## src/rtl/sram_arb_pkg.sv

```systemverilog
// Shared types and default widths for the pixel SRAM arbiter.
package sram_arb_pkg;

    localparam int SRAM_ADDR_W = 16;
    localparam int SRAM_DATA_W = 24;

    typedef enum logic [1:0] {
        IDLE    = 2'd0,
        ACCESS  = 2'd1,
        RECOVER = 2'd2
    } state_t;

    typedef struct packed {
        logic                   write;
        logic [SRAM_ADDR_W-1:0] addr;
        logic [SRAM_DATA_W-1:0] wdata;
    } sram_req_t;

endpackage

```

## src/rtl/sram_arbiter_rr_arbiter.sv

```systemverilog
// Combinational round-robin pick: first valid requester at or after the
// pointer, wrapping to index 0. The pointer register lives in the caller.
module rr_arbiter #(
    parameter int NUM_REQ = 2,
    parameter int IDX_W   = $clog2(NUM_REQ)
) (
    input  logic [NUM_REQ-1:0] valid_i,
    input  logic [IDX_W-1:0]   ptr_i,
    output logic [NUM_REQ-1:0] grant_o,
    output logic [IDX_W-1:0]   idx_o,
    output logic               any_o
);

    always_comb begin
        grant_o = '0;
        idx_o   = '0;
        any_o   = 1'b0;
        // First pass covers ptr..NUM_REQ-1, second pass wraps from 0.
        for (int j = 0; j < NUM_REQ; j++) begin
            if (!any_o && valid_i[j] && (IDX_W'(j) >= ptr_i)) begin
                any_o      = 1'b1;
                idx_o      = IDX_W'(j);
                grant_o[j] = 1'b1;
            end
        end
        for (int j = 0; j < NUM_REQ; j++) begin
            if (!any_o && valid_i[j]) begin
                any_o      = 1'b1;
                idx_o      = IDX_W'(j);
                grant_o[j] = 1'b1;
            end
        end
    end

endmodule

```

## src/rtl/sram_arbiter.sv

```systemverilog
// Round-robin sharing of the single-port pixel SRAM between NUM_REQ requesters.
// Optional per-requester grant counters are enabled by defining SRAM_ARB_STATS_EN.
module sram_arbiter
    import sram_arb_pkg::*;
#(
    parameter int NUM_REQ       = 2,
    parameter int ADDR_W        = SRAM_ADDR_W,
    parameter int DATA_W        = SRAM_DATA_W,
    parameter int ACCESS_CYCLES = 2,
    parameter int TURN_CYCLES   = 1
) (
    input  logic                      clk,
    input  logic                      rst,
    input  logic [NUM_REQ-1:0]        req_valid,
    input  logic [NUM_REQ-1:0]        req_write,
    input  logic [NUM_REQ*ADDR_W-1:0] req_addr,
    input  logic [NUM_REQ*DATA_W-1:0] req_wdata,
    output logic [NUM_REQ-1:0]        req_ready,
    output logic [NUM_REQ-1:0]        rsp_valid,
    output logic [DATA_W-1:0]         rsp_rdata,
    output logic                      busy,
    output logic                      read_enable,
    output logic                      write_enable,
    output logic [ADDR_W-1:0]         address,
    output logic [DATA_W-1:0]         w_data,
    input  logic [DATA_W-1:0]         r_data
`ifdef SRAM_ARB_STATS_EN
    ,
    output logic [NUM_REQ*16-1:0]     grant_count
`endif
);

    localparam int IDX_W = $clog2(NUM_REQ);
    localparam int CMAX  = (ACCESS_CYCLES > TURN_CYCLES) ? ACCESS_CYCLES : TURN_CYCLES;
    localparam int CNT_W = $clog2(CMAX + 1);

    state_t              state_q, state_d;
    logic [CNT_W-1:0]    cnt_q, cnt_d;
    logic [IDX_W-1:0]    ptr_q, ptr_d;
    logic [IDX_W-1:0]    gidx_q, gidx_d;
    logic                write_q, write_d;
    logic                read_enable_q, read_enable_d;
    logic                write_enable_q, write_enable_d;
    logic [ADDR_W-1:0]   address_q, address_d;
    logic [DATA_W-1:0]   w_data_q, w_data_d;
    logic [NUM_REQ-1:0]  rsp_valid_q, rsp_valid_d;
    logic [DATA_W-1:0]   rsp_rdata_q, rsp_rdata_d;

    logic [NUM_REQ-1:0]  arb_grant;
    logic [IDX_W-1:0]    arb_idx;
    logic                arb_any;
    logic                sel_write;
    logic [ADDR_W-1:0]   sel_addr;
    logic [DATA_W-1:0]   sel_wdata;

    rr_arbiter #(
        .NUM_REQ (NUM_REQ),
        .IDX_W   (IDX_W)
    ) u_rr (
        .valid_i (req_valid),
        .ptr_i   (ptr_q),
        .grant_o (arb_grant),
        .idx_o   (arb_idx),
        .any_o   (arb_any)
    );

    always_comb begin
        sel_write = 1'b0;
        sel_addr  = '0;
        sel_wdata = '0;
        for (int i = 0; i < NUM_REQ; i++) begin
            if (arb_grant[i]) begin
                sel_write = req_write[i];
                sel_addr  = req_addr[i*ADDR_W +: ADDR_W];
                sel_wdata = req_wdata[i*DATA_W +: DATA_W];
            end
        end
    end

    always_comb begin
        state_d        = state_q;
        cnt_d          = cnt_q;
        ptr_d          = ptr_q;
        gidx_d         = gidx_q;
        write_d        = write_q;
        read_enable_d  = read_enable_q;
        write_enable_d = write_enable_q;
        address_d      = address_q;
        w_data_d       = w_data_q;
        rsp_valid_d    = '0;
        rsp_rdata_d    = rsp_rdata_q;

        case (state_q)
            IDLE: begin
                if (arb_any) begin
                    state_d        = ACCESS;
                    cnt_d          = '0;
                    gidx_d         = arb_idx;
                    write_d        = sel_write;
                    address_d      = sel_addr;
                    w_data_d       = sel_wdata;
                    read_enable_d  = !sel_write;
                    write_enable_d = sel_write;
                    ptr_d          = (arb_idx == IDX_W'(NUM_REQ - 1)) ? '0 : arb_idx + IDX_W'(1);
                end
            end
            ACCESS: begin
                if (cnt_q == CNT_W'(ACCESS_CYCLES - 1)) begin
                    state_d        = RECOVER;
                    cnt_d          = '0;
                    read_enable_d  = 1'b0;
                    write_enable_d = 1'b0;
                    for (int i = 0; i < NUM_REQ; i++) begin
                        if (gidx_q == IDX_W'(i)) rsp_valid_d[i] = 1'b1;
                    end
                    // r_data is captured on the edge that closes the last access cycle.
                    if (!write_q) rsp_rdata_d = r_data;
                end else begin
                    cnt_d = cnt_q + CNT_W'(1);
                end
            end
            RECOVER: begin
                if (cnt_q == CNT_W'(TURN_CYCLES - 1)) begin
                    state_d = IDLE;
                    cnt_d   = '0;
                end else begin
                    cnt_d = cnt_q + CNT_W'(1);
                end
            end
            default: begin
                state_d        = IDLE;
                cnt_d          = '0;
                read_enable_d  = 1'b0;
                write_enable_d = 1'b0;
            end
        endcase
    end

    always_ff @(posedge clk or posedge rst) begin
        if (rst) begin
            state_q        <= IDLE;
            cnt_q          <= '0;
            ptr_q          <= '0;
            gidx_q         <= '0;
            write_q        <= 1'b0;
            read_enable_q  <= 1'b0;
            write_enable_q <= 1'b0;
            address_q      <= '0;
            w_data_q       <= '0;
            rsp_valid_q    <= '0;
            rsp_rdata_q    <= '0;
        end else begin
            state_q        <= state_d;
            cnt_q          <= cnt_d;
            ptr_q          <= ptr_d;
            gidx_q         <= gidx_d;
            write_q        <= write_d;
            read_enable_q  <= read_enable_d;
            write_enable_q <= write_enable_d;
            address_q      <= address_d;
            w_data_q       <= w_data_d;
            rsp_valid_q    <= rsp_valid_d;
            rsp_rdata_q    <= rsp_rdata_d;
        end
    end

    // Accept pulse is the only output decoded from live inputs; masked in reset.
    assign req_ready    = (state_q == IDLE && !rst) ? arb_grant : '0;
    assign rsp_valid    = rsp_valid_q;
    assign rsp_rdata    = rsp_rdata_q;
    assign busy         = (state_q != IDLE);
    assign read_enable  = read_enable_q;
    assign write_enable = write_enable_q;
    assign address      = address_q;
    assign w_data       = w_data_q;

`ifdef SRAM_ARB_STATS_EN
    logic [NUM_REQ*16-1:0] gcnt_q, gcnt_d;

    always_comb begin
        gcnt_d = gcnt_q;
        for (int i = 0; i < NUM_REQ; i++) begin
            if (req_ready[i] && (gcnt_q[i*16 +: 16] != 16'hFFFF)) begin
                gcnt_d[i*16 +: 16] = gcnt_q[i*16 +: 16] + 16'd1;
            end
        end
    end

    always_ff @(posedge clk or posedge rst) begin
        if (rst) gcnt_q <= '0;
        else     gcnt_q <= gcnt_d;
    end

    assign grant_count = gcnt_q;
`endif

endmodule

```

## config.mk

```make
export PLATFORM = sky130hd
export DESIGN_NAME = sram_arbiter
export DESIGN_NICKNAME = d
export VERILOG_FILES = /design/src/rtl/sram_arb_pkg.sv /design/src/rtl/sram_arbiter_rr_arbiter.sv /design/src/rtl/sram_arbiter.sv
export SDC_FILE = /design/constraint.sdc
export NUM_CORES = 1
export LEC_CHECK = 0
export ABC_AREA = 0
export BUFFER_PORTS_ARGS = -buffer_cell sky130_fd_sc_hd__buf_4
export CORE_ASPECT_RATIO = 0.5
export CORE_MARGIN = 2
export CORE_UTILIZATION = 48
export CTS_BUF_LIST = sky130_fd_sc_hd__clkbuf_16
export DETAILED_ROUTE_END_ITERATION = 6
export HOLD_SLACK_MARGIN = 0.08
export PLACE_DENSITY = 0.93
export SYNTH_ARGS = -nofsm -noshare
export SYNTH_HDL_FRONTEND = slang
export SYNTH_HIERARCHICAL = 1
export SYNTH_SLANG_ARGS = --single-unit
```

## constraint.sdc

```tcl
create_clock -name clk -period 6.7 [get_ports clk]
set_input_delay 0.67 -clock clk [delete_from_list [all_inputs] [get_ports clk]]
set_output_delay 0.67 -clock clk [all_outputs]
set_load 0.05 [all_outputs]
```

==> summary.md, run 1 <==
| Metric | Value |
|---|---|
| Yosys cell types | 28 |
| Fillers | 482 |
| GR Util met1 | 26.6% |
| Total CTS buffers | 9 |
| CTS tree | yes |
| Least-Margin Pin Slew | 1.08 ns |
| Via count | 2939 |
| Final #Nets | 587 |
| Cell Area, Placed | 0.00468 mm² |
| Outcome | finished clean |
| ANT nets after route | 0 |
| IR Drop Worst-Case VDD | 0.325 mV |
| H-Tree Level Count | 3 |
| Post-Syn Nets | 413 |
| Total inserted antenna cells | 0 |
| Internal Power | 1.47 mW |
| Hold Path Sink | rsp_valid[0] |
| Routability cong. | 0.840 |
| Combinational Power Share | 58.8% |
| Worst Path Buf+Inv | 2 |
| IO Pins | 181 |
| Critical path arrival | 2.12 ns |
| PwrDens | 594 mW/mm² |
| Part of the power in registers | 27.4% |
| Initial Util | 49.5% |
| Seq cells post-synth | 75 |
| Worst-case clock buffer depth | 2 |
| Fin crit share | 41.7% |
| IO buf count | 180 |
| Iter 0 DRT Violations | 128 |
| Overflow after GRT | 0 |
| Root buffer cell | clkbuf_16 |
| Largest net degree at the start of global routing | 78 |
| Critical path class | in2out |
| GRT Util Overall | 22.8% |
| Max-cap violation count | 0 |
| RSZ-0062 raised after global routing | false |
| Cell area after synthesis | 0.00329 mm² |
| Clock skew | 0.00400 ns |
| Post-CTS Repair Setup Buffers | 0 |
| Core area | 0.00665 mm² |
| Design area | 0.00493 mm² |
| CP max stage cell | a21boi_4 |
| Post-DR wirelength/cell | 14.8 µm |
| Met2 usage | 39.7% |
| Layout cell share with drive strength beyond 1 | 48.1% |
| Mapped Cells | 295 |
| Clock period minus worst slack | 2.79 ns |
| Switch share | 49.7% |
| FF+latch area | 0.00188 mm² |
| Fin. max-slew vios | 0 |
| Worst slew margin | 27.6% |
| CP Max Fanout | 44 |
| Post-route setup TNS | 0 ns |
| Cell count of the worst hold path | 1 |
| CP delay by family, top | compound AO/OA/AOI/OAI gates |
| Setup crit start kind | input pin |
| Yosys warning count | 6 |
| Sw Pwr | 1.46 mW |
| Reg2Reg Depth | 6 |
| Die ar. | 0.00757 mm² |
| First-pass GRT wire length | 13.5 mm |
| Fmax | 0.358 GHz |
| CP endpoint kind | output pin |
| Met3 usage | 6.66% |
| Area Overhead vs Synth | 49.8% |
| Clock group share of total power | 13.8% |
| Pre-antenna DRT Iters | 4 |
| CTS hold repair buffers | 0 |
| EDFF count, synth | 0 |
| Placement Rows | 21 |
| Dpl cells | 550 |
| Worst reg2reg path endpoint | write_q |
| Fin cells | 564 |
| CTS resizes | 0 |
| Final Setup Violations | 0 |
| Top cell by count, worst path | buf_4 |
| Sequential fraction of the synthesis area | 57.0% |
| Crit path largest cell delay | 0.84 ns |
| Main synth FF type | dfrtp_1 |
| Vias in the first global route | 2889 |
| HPWL Detailed | 6.00 mm |
| # DRC | 0 |
| Multi-input gate area | 0.00129 mm² |
| TritonCTS Sinks | 75 |
| HP Class | reg2reg |
| Cell Chain, Critical Path | buf_4 > a21boi_4 > and3_1 > buf_4 |
| Fin util | 74.1% |
| Initial antenna violation count | 0 |
| Largest cells by area after synthesis | dfrtp_1 57%, a221oi_1 10%, nor2_1 9.2% |
| Clk_lat worst skew | 0.32 ns |
| Grt peak-use layer | met2 |
| Syn_area_per_cell | 11.2 µm² |
| Share of flip-flops with an asynchronous set or reset | 100% |
| Hold Fails Final Rpt | 0 |
| Yosys top cell by area | dfrtp_1 |
| Height of the die | 62.5 µm |
| FF-to-FF setup slack | 4.18 ns |
| CP Data Required Time | 6.03 ns |
| Worst flop-to-flop path startpoint | ptr_q |
| Post-synth top area share | 57.0% |
| Clock transition at the registers of the reported paths | 0.05 ns |
| Drt total wl | 8.35 mm |
| Leakage | 2.40 nW |
| Hold path startpoint | gidx_q |
| Vias per inst | 5.21 |
| Die width | 121 µm |
cell usage after synthesis, types with 2 or more instances:
cell type and n:
clkbuf_1 8, mux2_2 26, dfrtp_1 75, nor2_1 81, nor2b_1 3, o21ai_0 5
or3_1 2, clkbuf_8 2, ha_1 8, nand2_1 9, a21boi_1 3, a22oi_1 3
a221oi_1 39, buf_2 9, inv_1 7, and3_1 3
power by group through the flow:
stage | combinational [mW] | sequential (mW) | clock [mW]
floorplan | 0.492 | 1.52 | 0
global placement | 1.70 | 0.796 | 0
detailed placement | 1.72 | 0.810 | 0
CTS | 1.73 | 0.805 | 0.413
global route | 1.81 | 0.832 | 0.438
finish | 1.72 | 0.803 | 0.404
placed cells by master, fill, tap and decap left out, types with 2 or more instances in the layout:
master     instances
or3_1              2
clkinv_2           3
clkbuf_16          9
clkinv_1           2
inv_1              6
nor2b_1            3
ha_1               8
a221oi_1          39
buf_4            183
and3_1             3
a21boi_1           2
mux2_2            26
nor2_1            81
a22oi_1            3
nand2_1            9
dfrtp_1           75
o21ai_0            5
cell type report:
| type | instances | share of cell area (%) |
|---|---|---|
| well taps | 92 | 2.34 |
| repair buffers | 183 | 27.9 |
| inverters | 7 | 0.533 |
| clock buffers | 9 | 4.57 |
| multi-input cells | 193 | 26.1 |
| clock inverters | 5 | 0.457 |
| flip-flops and latches | 75 | 38.1 |
how the worst max path moves through the flow:
stage                             from      endpoint  cells after the start
after floorplan                    rst  req_ready[0]                      2
after global routing      req_valid[0]  req_ready[1]                      4
final                     req_valid[0]  req_ready[1]                      4
after global placement    req_valid[0]       write_q                      6
after detailed placement  req_valid[0]       write_q                      6
after CTS                 req_valid[0]  req_ready[1]                      4
logic make-up after synthesis:
group           count (synthesis)  share of synthesized area (%)
compound gates                 53                           13.2
fa+ha+maj                       8                           3.04
buf+inv                        27                           4.14
flops                          75                           57.0
mux                            26                           8.90
simple gates                  106                           13.7
flip-flops by register name, indices dropped and copies added, names as in the netlist:
name / count
rsp_rdata: 24
w_data: 24
address: 16
cnt_q: 2
rsp_valid: 2
state_q: 2
gidx_q: 1
ptr_q: 1
read_enable: 1
write_enable: 1
write_q: 1
through the flow:
stage               worst slack [ns]  hold slack, ns  power (mW)
floorplan                       3.13           0.413        2.01
global placement                3.90           0.442        2.49
detailed placement              3.83           0.447        2.53
CTS                             3.90           0.454        2.95
global route                    3.79           0.470        3.08
finish                          3.91           0.455        2.93
metal layers:
| metal | part of all wire, % | vias to the layer above |
|---|---|---|
| met5 | 0 | - |
| met4 | 2.5 | 0 |
| li1 | - | 1396 |
| met2 | 53 | 115 |
| met1 | 38 | 1408 |
| met3 | 6.6 | 20 |
Power figures use the tool's default switching activity.
==> run 2, diff against run 1 <==
CORE_UTILIZATION = 44   (was 48)
PLACE_DENSITY = 0.87   (was 0.93)
clock period = 2.65 ns   (was 6.7 ns; I/O delays follow)
==> summary.md, run 2 (synthesis results as in run 1) <==
| Metric | Value |
|---|---|
| Outcome | finished clean (unchanged) |
| Fin. max-slew vios | 0 (unchanged) |
| HPWL Detailed | 6.45 mm (was 6.00 mm) |
| IR Drop Worst-Case VDD | 0.629 mV (was 0.325 mV) |
| Part of the power in registers | 27.0% (was 27.4%) |
| Least-Margin Pin Slew | 0.732 ns (was 1.08 ns) |
| CP endpoint kind | output pin (unchanged) |
| Max-cap violation count | 0 (unchanged) |
| Total power | 7.54 mW (was 2.93 mW) |
| Overflow after GRT | 0 (unchanged) |
| Total inserted antenna cells | 0 (unchanged) |
| Via count | 2929 (was 2939) |
| Post-CTS Repair Setup Buffers | 0 (unchanged) |
| Routability cong. | 0.789 (was 0.840) |
| FF+latch area | 0.00188 mm² (unchanged) |
| GRT Util Overall | 21.2% (was 22.8%) |
| Final #Nets | 591 (was 587) |
| IO Pins | 181 (unchanged) |
| Critical path class | in2out (unchanged) |
| Root buffer cell | clkbuf_16 (unchanged) |
| Hold Fails Final Rpt | 0 (unchanged) |
| Final Setup Violations | 0 (unchanged) |
| IO buf count | 180 (unchanged) |
| Drt total wl | 8.66 mm (was 8.35 mm) |
| Total CTS buffers | 9 (unchanged) |
| Internal Power | 3.84 mW (was 1.47 mW) |
| Height of the die | 65.2 µm (was 62.5 µm) |
| HP Class | in2reg (was reg2reg) |
| CTS resizes | 0 (unchanged) |
| Crit path largest cell delay | 0.54 ns (was 0.84 ns) |
| CP delay by family, top | buffers and inverters (was compound AO/OA/AOI/OAI gates) |
| # DRC | 0 (unchanged) |
| Switch share | 49.1% (was 49.7%) |
| Fin crit share | 76.8% |
| Die ar. | 0.00823 mm² (was 0.00757 mm²) |
| Worst-case clock buffer depth | 2 (unchanged) |
| Fmax | 0.491 GHz |
| Worst Path Buf+Inv | 4 (was 2) |
| Clock transition at the registers of the reported paths | 0.05 ns (about the same) |
| CTS tree | yes (unchanged) |
| Critical path arrival | 1.77 ns (was 2.12 ns) |
| H-Tree Level Count | 3 (unchanged) |
| Fillers | 565 (was 482) |
| Area Overhead vs Synth | 52.0% (was 49.8%) |
| First-pass GRT wire length | 13.5 mm (about the same) |
| Top cell by count, worst path | buf_4 (unchanged) |
| PwrDens | 1510 mW/mm² (was 594 mW/mm²) |
| Core area | 0.00729 mm² (was 0.00665 mm²) |
| Largest net degree at the start of global routing | 61 (was 78) |
| Combinational Power Share | 58.0% (was 58.8%) |
| RSZ-0062 raised after global routing | false (unchanged) |
| Post-DR wirelength/cell | 15.1 µm (was 14.8 µm) |
| Multi-input gate area | 0.00129 mm² (unchanged) |
| Initial Util | 45.1% (was 49.5%) |
| CP Data Required Time | 2.38 ns (was 6.03 ns) |
| Die width | 126 µm (was 121 µm) |
| Fin util | 68.6% (was 74.1%) |
| Cell Chain, Critical Path | dlygate4sd3_1 > buf_4 > clkinvlp_4 > and3_1 > buf_4 (was buf_4 > a21boi_4 > and3_1 > buf_4) |
| Final WS setup | 0.614 ns (was 3.91 ns) |
| TritonCTS Sinks | 75 (unchanged) |
| CP Max Fanout | 18 (was 44) |
| Setup crit start kind | input pin (unchanged) |
| CP max stage cell | dlygate4sd3_1 (was a21boi_4) |
| Clock skew | 0.00623 ns (was 0.00400 ns) |
| Most frequent cells in the layout | 186 x buf_4, 81 x nor2_1, 75 x dfrtp_1 (was 183 x buf_4, 81 x nor2_1, 75 x dfrtp_1) |
| Initial antenna violation count | 0 (unchanged) |
| Worst slew margin | 51.2% (was 27.6%) |
| Placement Rows | 22 (was 21) |
| Sw Pwr | 3.70 mW (was 1.46 mW) |
| Dpl ws | 0.692 ns (was 3.83 ns) |
| Post-route setup TNS | 0 ns (unchanged) |
| ANT nets after route | 0 (unchanged) |
| Iter 0 DRT Violations | 168 (was 128) |
| Clock group share of total power | 14.9% (was 13.8%) |
| Vias in the first global route | 2821 (was 2889) |
| Clock period minus worst slack | 2.04 ns |
| Commonest non-fill, non-tap cell in the layout | buf_4 (unchanged) |
| Clk_lat worst skew | 0.32 ns (about the same) |
| Pre-antenna DRT Iters | 4 (unchanged) |
| Cell Area, Placed | 0.00471 mm² (was 0.00468 mm²) |
| Leakage | 2.45 nW (was 2.40 nW) |
| Layout cell share with drive strength beyond 1 | 47.9% (was 48.1%) |
| Vias per inst | 5.10 (was 5.21) |
| Design area | 0.00500 mm² (was 0.00493 mm²) |
run 2: stage by stage:
| stage | std cells | hold slack [ns] |
|---|---|---|
| finish | 574 | 0.171 |
| global route | 574 | 0.153 |
| CTS | 574 | 0.159 |
| detailed placement | 557 | 0.286 |
| global placement | 557 | 0.274 |
| floorplan | 295 | 0.413 |
run 2: final timing paths:
check,startpoint,endpoint,slack [ns],cells after the start
worst min register to register,gidx_q,rsp_valid[0],0.46,1
max in group asynchronous,rst,rsp_rdata[0],1.10,4
worst min-delay path,r_data[11],rsp_rdata[11],0.17,2
min in group asynchronous,rst,rsp_rdata[10],0.51,3
worst max register to register,state_q[1],rsp_rdata[1],0.72,4
worst max-delay path,rst,req_ready[0],0.61,5
run 2: layer usage:
layer	global-route usage (%)	wire length [µm]	vias up
li1	-	-	1400
met1	24.0	3310	1418
met2	38.4	4690	94
met3	7.17	490	17
met4	6.73	165	0
met5	0	0	-
run 2: cell type report:
type	instances	share of cell area (%)
Sequential cell	75	37.5
Timing Repair Buffer	187	28.1
Multi-Input combinational cell	193	25.8
Clock buffer	9	4.50
Tap cell	96	2.40
Clock inverter	7	1.08
Inverter	7	0.600
run 2: power groups by stage:
stage / clock network, mW / registers, mW / logic, mW
floorplan: 0 / 3.84 / 1.24
global placement: 0 / 2.02 / 4.30
detailed placement: 0 / 2.06 / 4.39
CTS: 1.16 / 2.04 / 4.40
global route: 1.22 / 2.10 / 4.62
finish: 1.12 / 2.04 / 4.37
run 2: what timing repair did:
action / CTS / global route
hold buffers: 1 / 0
setup endpoints to repair: 0 / 0
endpoints found under the hold margin: 15 / 0
==> run 3, diff against run 2 <==
ABC_AREA = 1   (was 0)
CORE_UTILIZATION = 41   (was 44)
PLACE_DENSITY = 0.84   (was 0.87)
clock period = 1.7 ns   (was 2.65 ns; I/O delays follow)
==> summary.md, run 3 <==
| Metric | Value |
|---|---|
| Outcome | finished clean (unchanged) |
| Layout cell share with drive strength beyond 1 | 36.2% (was 47.9%) |
| Via count | 3458 (was 2929) |
| Pre-antenna DRT Iters | 4 (unchanged) |
| Drt total wl | 9.76 mm (was 8.66 mm) |
| ANT nets after route | 0 (unchanged) |
| Worst flop-to-flop path startpoint | state_q[1] (unchanged) |
| Clock transition at the registers of the reported paths | 0.06 ns (was 0.05 ns) |
| Cell count of the worst hold path | 3 (was 2) |
| CP endpoint kind | output pin (unchanged) |
| Initial antenna violation count | 0 (unchanged) |
| Fmax | 0.608 GHz |
| Height of the die | 69.5 µm (was 65.2 µm) |
| Worst slew margin | 70.1% (was 51.2%) |
| H-Tree Level Count | 3 (unchanged) |
| Post-synthesis adder-cell area fraction | 2.84% (was 3.04%) |
| Overflow after GRT | 0 (unchanged) |
| Cell area after synthesis | 0.00352 mm² (was 0.00329 mm²) |
| Hold slack | 0.0947 ns (was 0.171 ns) |
| Largest family of logic cells by synthesized area | simple AND/OR/NAND/NOR gates (unchanged) |
| Die width | 135 µm (was 126 µm) |
| Final Setup Violations | 0 (unchanged) |
| Part of the power in registers | 27.0% (about the same) |
| Routability cong. | 0.826 (was 0.789) |
| CP delay by family, top | flip-flops (was buffers and inverters) |
| Share of flip-flops with an asynchronous set or reset | 100% (unchanged) |
| Fin crit share | 96.7% |
| Fin. max-slew vios | 0 (unchanged) |
| IO buf count | 180 (unchanged) |
| Main synth FF type | dfrtp_1 (unchanged) |
| Mapped Cells | 413 (was 295) |
| Post-synth top area share | 53.3% (was 57.0%) |
| Fin util | 65.3% (was 68.6%) |
| Most frequent cells in the layout | 185 x buf_4, 94 x nand2_1, 82 x a21oi_1 (was 186 x buf_4, 81 x nor2_1, 75 x dfrtp_1) |
| XOR/XNOR Fraction of Synth Area | 0% (unchanged) |
| HP Class | in2reg (unchanged) |
| Core area | 0.00817 mm² (was 0.00729 mm²) |
| Yosys warning count | 6 (unchanged) |
| Commonest non-fill, non-tap cell in the layout | buf_4 (unchanged) |
| Crit path largest cell delay | 0.39 ns (was 0.54 ns) |
| Worst reg2reg path endpoint | w_data[1] (was rsp_rdata[1]) |
| Post-synthesis simple-gate area fraction | 17.7% (was 13.7%) |
| Mux cell area share after synthesis | 0% (was 8.90%) |
| Setup crit start kind | flop (was input pin) |
| HPWL Detailed | 6.83 mm (was 6.45 mm) |
| Yosys top cell by area | dfrtp_1 (unchanged) |
| Critical path arrival | 1.47 ns (was 1.77 ns) |
| Total CTS buffers | 9 (unchanged) |
| FF-to-FF setup slack | 0.19 ns (was 0.72 ns) |
| Worst-case clock buffer depth | 2 (unchanged) |
| TritonCTS Sinks | 75 (unchanged) |
| Placement Rows | 23 (was 22) |
| IR Drop Worst-Case VDD | 1.08 mV (was 0.629 mV) |
| Leakage | 2.79 nW (was 2.45 nW) |
| Die ar. | 0.00938 mm² (was 0.00823 mm²) |
| Post-synthesis compound-gate area fraction | 16.3% (was 13.2%) |
| Clk_lat worst skew | 0.32 ns (about the same) |
| CP Data Required Time | 1.53 ns (was 2.38 ns) |
| CP max stage cell | dfrtp_1 (was dlygate4sd3_1) |
| Internal Power | 5.76 mW (was 3.84 mW) |
| Root buffer cell | clkbuf_16 (unchanged) |
| Fillers | 666 (was 565) |
| Top-count cell post-synth | nand2_1 (was nor2_1) |
| Iter 0 DRT Violations | 271 (was 168) |
| CP Max Fanout | 4 (was 18) |
| PwrDens | 2210 mW/mm² (was 1510 mW/mm²) |
| Least-Margin Pin Slew | 0.449 ns (was 0.732 ns) |
| Final #Nets | 718 (was 591) |
| Cell Chain, Critical Path | inv_2 > ha_4 > inv_2 > nor3_4 > buf_6 (was dlygate4sd3_1 > buf_4 > clkinvlp_4 > and3_1 > buf_4) |
| Largest cells by area after synthesis | dfrtp_1 53%, a21oi_1 12%, nand2_1 10% (was dfrtp_1 57%, a221oi_1 10%, nor2_1 9.2%) |
| Hold path startpoint | req_addr[4] (was r_data[11]) |
| Yosys cell types | 23 (was 28) |
| Hold Fails Final Rpt | 0 (unchanged) |
| # DRC | 0 (unchanged) |
| Critical path class | reg2out (was in2out) |
| Initial Util | 43.0% (was 45.1%) |
| Vias in the first global route | 3283 (was 2821) |
| Sw Pwr | 6.03 mW (was 3.70 mW) |
| Top cell by count, worst path | inv_2 (was buf_4) |
| Post-DR wirelength/cell | 13.6 µm (was 15.1 µm) |
| Area Overhead vs Synth | 51.7% (was 52.0%) |
| Largest net degree at the start of global routing | 76 (was 61) |
| Worst Path Buf+Inv | 3 (was 4) |
| Syn_area_per_cell | 8.52 µm² (was 11.2 µm²) |
| EDFF count, synth | 0 (unchanged) |
| Clock group share of total power | 13.6% (was 14.9%) |
| Combinational Power Share | 59.4% (was 58.0%) |
| First-pass GRT wire length | 15.8 mm (was 13.5 mm) |
| Sequential fraction of the synthesis area | 53.3% (was 57.0%) |
| Clock period minus worst slack | 1.64 ns |
| Total power | 11.8 mW (was 7.54 mW) |
| CTS tree | yes (unchanged) |
| Synth top cells by count | 94 x nand2_1, 84 x a21oi_1, 75 x dfrtp_1 (was 81 x nor2_1, 75 x dfrtp_1, 39 x a221oi_1) |
| Clock skew | 0.00644 ns (was 0.00623 ns) |
| IO Pins | 181 (unchanged) |
| Max-cap violation count | 0 (unchanged) |
| Hold Path Sink | address[4] (was rsp_rdata[11]) |
| Post-Syn Nets | 531 (was 413) |
| Seq cells post-synth | 75 (unchanged) |
| Reg2Reg Depth | 6 (was 4) |
| Switch share | 51.1% (was 49.1%) |
| GRT Util Overall | 21.1% (was 21.2%) |
| Vias per inst | 4.82 (was 5.10) |
| Total inserted antenna cells | 0 (unchanged) |
[run 3: cell count changes after synthesis, moves of 3 or more]
cell | before | now
nand2_1 | 9 | 94
a21oi_1 | 0 | 84
a221oi_1 | 39 | 0
nor2_1 | 81 | 46
inv_1 | 7 | 41
mux2_2 | 26 | 0
o21ai_1 | 0 | 16
buf_6 | 0 | 12
clkbuf_1 | 8 | 2
nand3_1 | 0 | 5
o21ai_2 | 0 | 4
a21boi_1 | 3 | 0
a22oi_1 | 3 | 0
nor2b_1 | 3 | 0
[run 3: repair_timing]
action	4_1_cts	5_1_grt
hold buffers	7	0
setup buffers	1	2
endpoints found under the setup margin	2	4
resized for setup	2	7
pin swaps	1	1
endpoints found under the hold margin	81	0
[run 3: worst min-delay path: stages]
cell,delay [ns]
buf_4,0.11
nand2_1,0.05
a21oi_1,0.05
[run 3: per-layer routing]
layer / part of all wire, % / track usage (%) / vias to the layer above
met5: 0 / 0 / -
met3: 6.3 / 5.77 / 20
met2: 50 / 36.4 / 146
met4: 2.4 / 8.10 / 0
li1: - / - / 1693
met1: 41 / 25.2 / 1599
[run 3: power groups by stage]
| stage | Sequential [mW] | Combinational (mW) | Clock [mW] |
|---|---|---|---|
| after detailed placement | 3.19 | 6.90 | 0 |
| after floorplan | 6.00 | 2.01 | 0 |
| final | 3.18 | 7.01 | 1.60 |
| after global routing | 3.29 | 7.44 | 1.75 |
| after CTS | 3.18 | 6.94 | 1.67 |
| after global placement | 3.17 | 6.76 | 0 |
[run 3: layout make-up]
type                    count  area, µm²  share of cell area [%]
clock buffers               9        225                    4.22
clock inverters             7       27.5                   0.516
inverters                  43        168                    3.14
multi-input cells         273       1340                    25.1
flip-flops and latches     75       1880                    35.2
well taps                 112        140                    2.63
repair buffers            198       1560                    29.3
[run 3: cells by family (layout without fill, tap and decap cells)]
logic type	count (synthesis)	in the layout
flops	75	75
simple gates	154	154
fa+ha+maj	8	8
compound gates	111	111
buf+inv	65	257
[run 3: metrics by stage]
stage	instance area, µm²	TNS (ns)	setup slack (ns)	cells
final	5340	0	0.0565	717
after global routing	5340	-0.00785	-0.00785	717
after CTS	5300	0	0.00671	715
after detailed placement	4960	0	0.100	691
after global placement	4960	0	0.251	691
after floorplan	3530	-0.179	-0.0893	413
[run 3: how the worst max path moves through the flow]
stage,from,end,slack [ns],cells after the start
finish,state_q[1],req_ready[1],0.06,5
global route,state_q[1],req_ready[1],-0.008,5
CTS,state_q[1],req_ready[0],0.007,5
detailed placement,state_q[1],w_data[1],0.10,6
global placement,ptr_q,w_data[19],0.25,6
floorplan,state_q[0],req_ready[0],-0.09,4
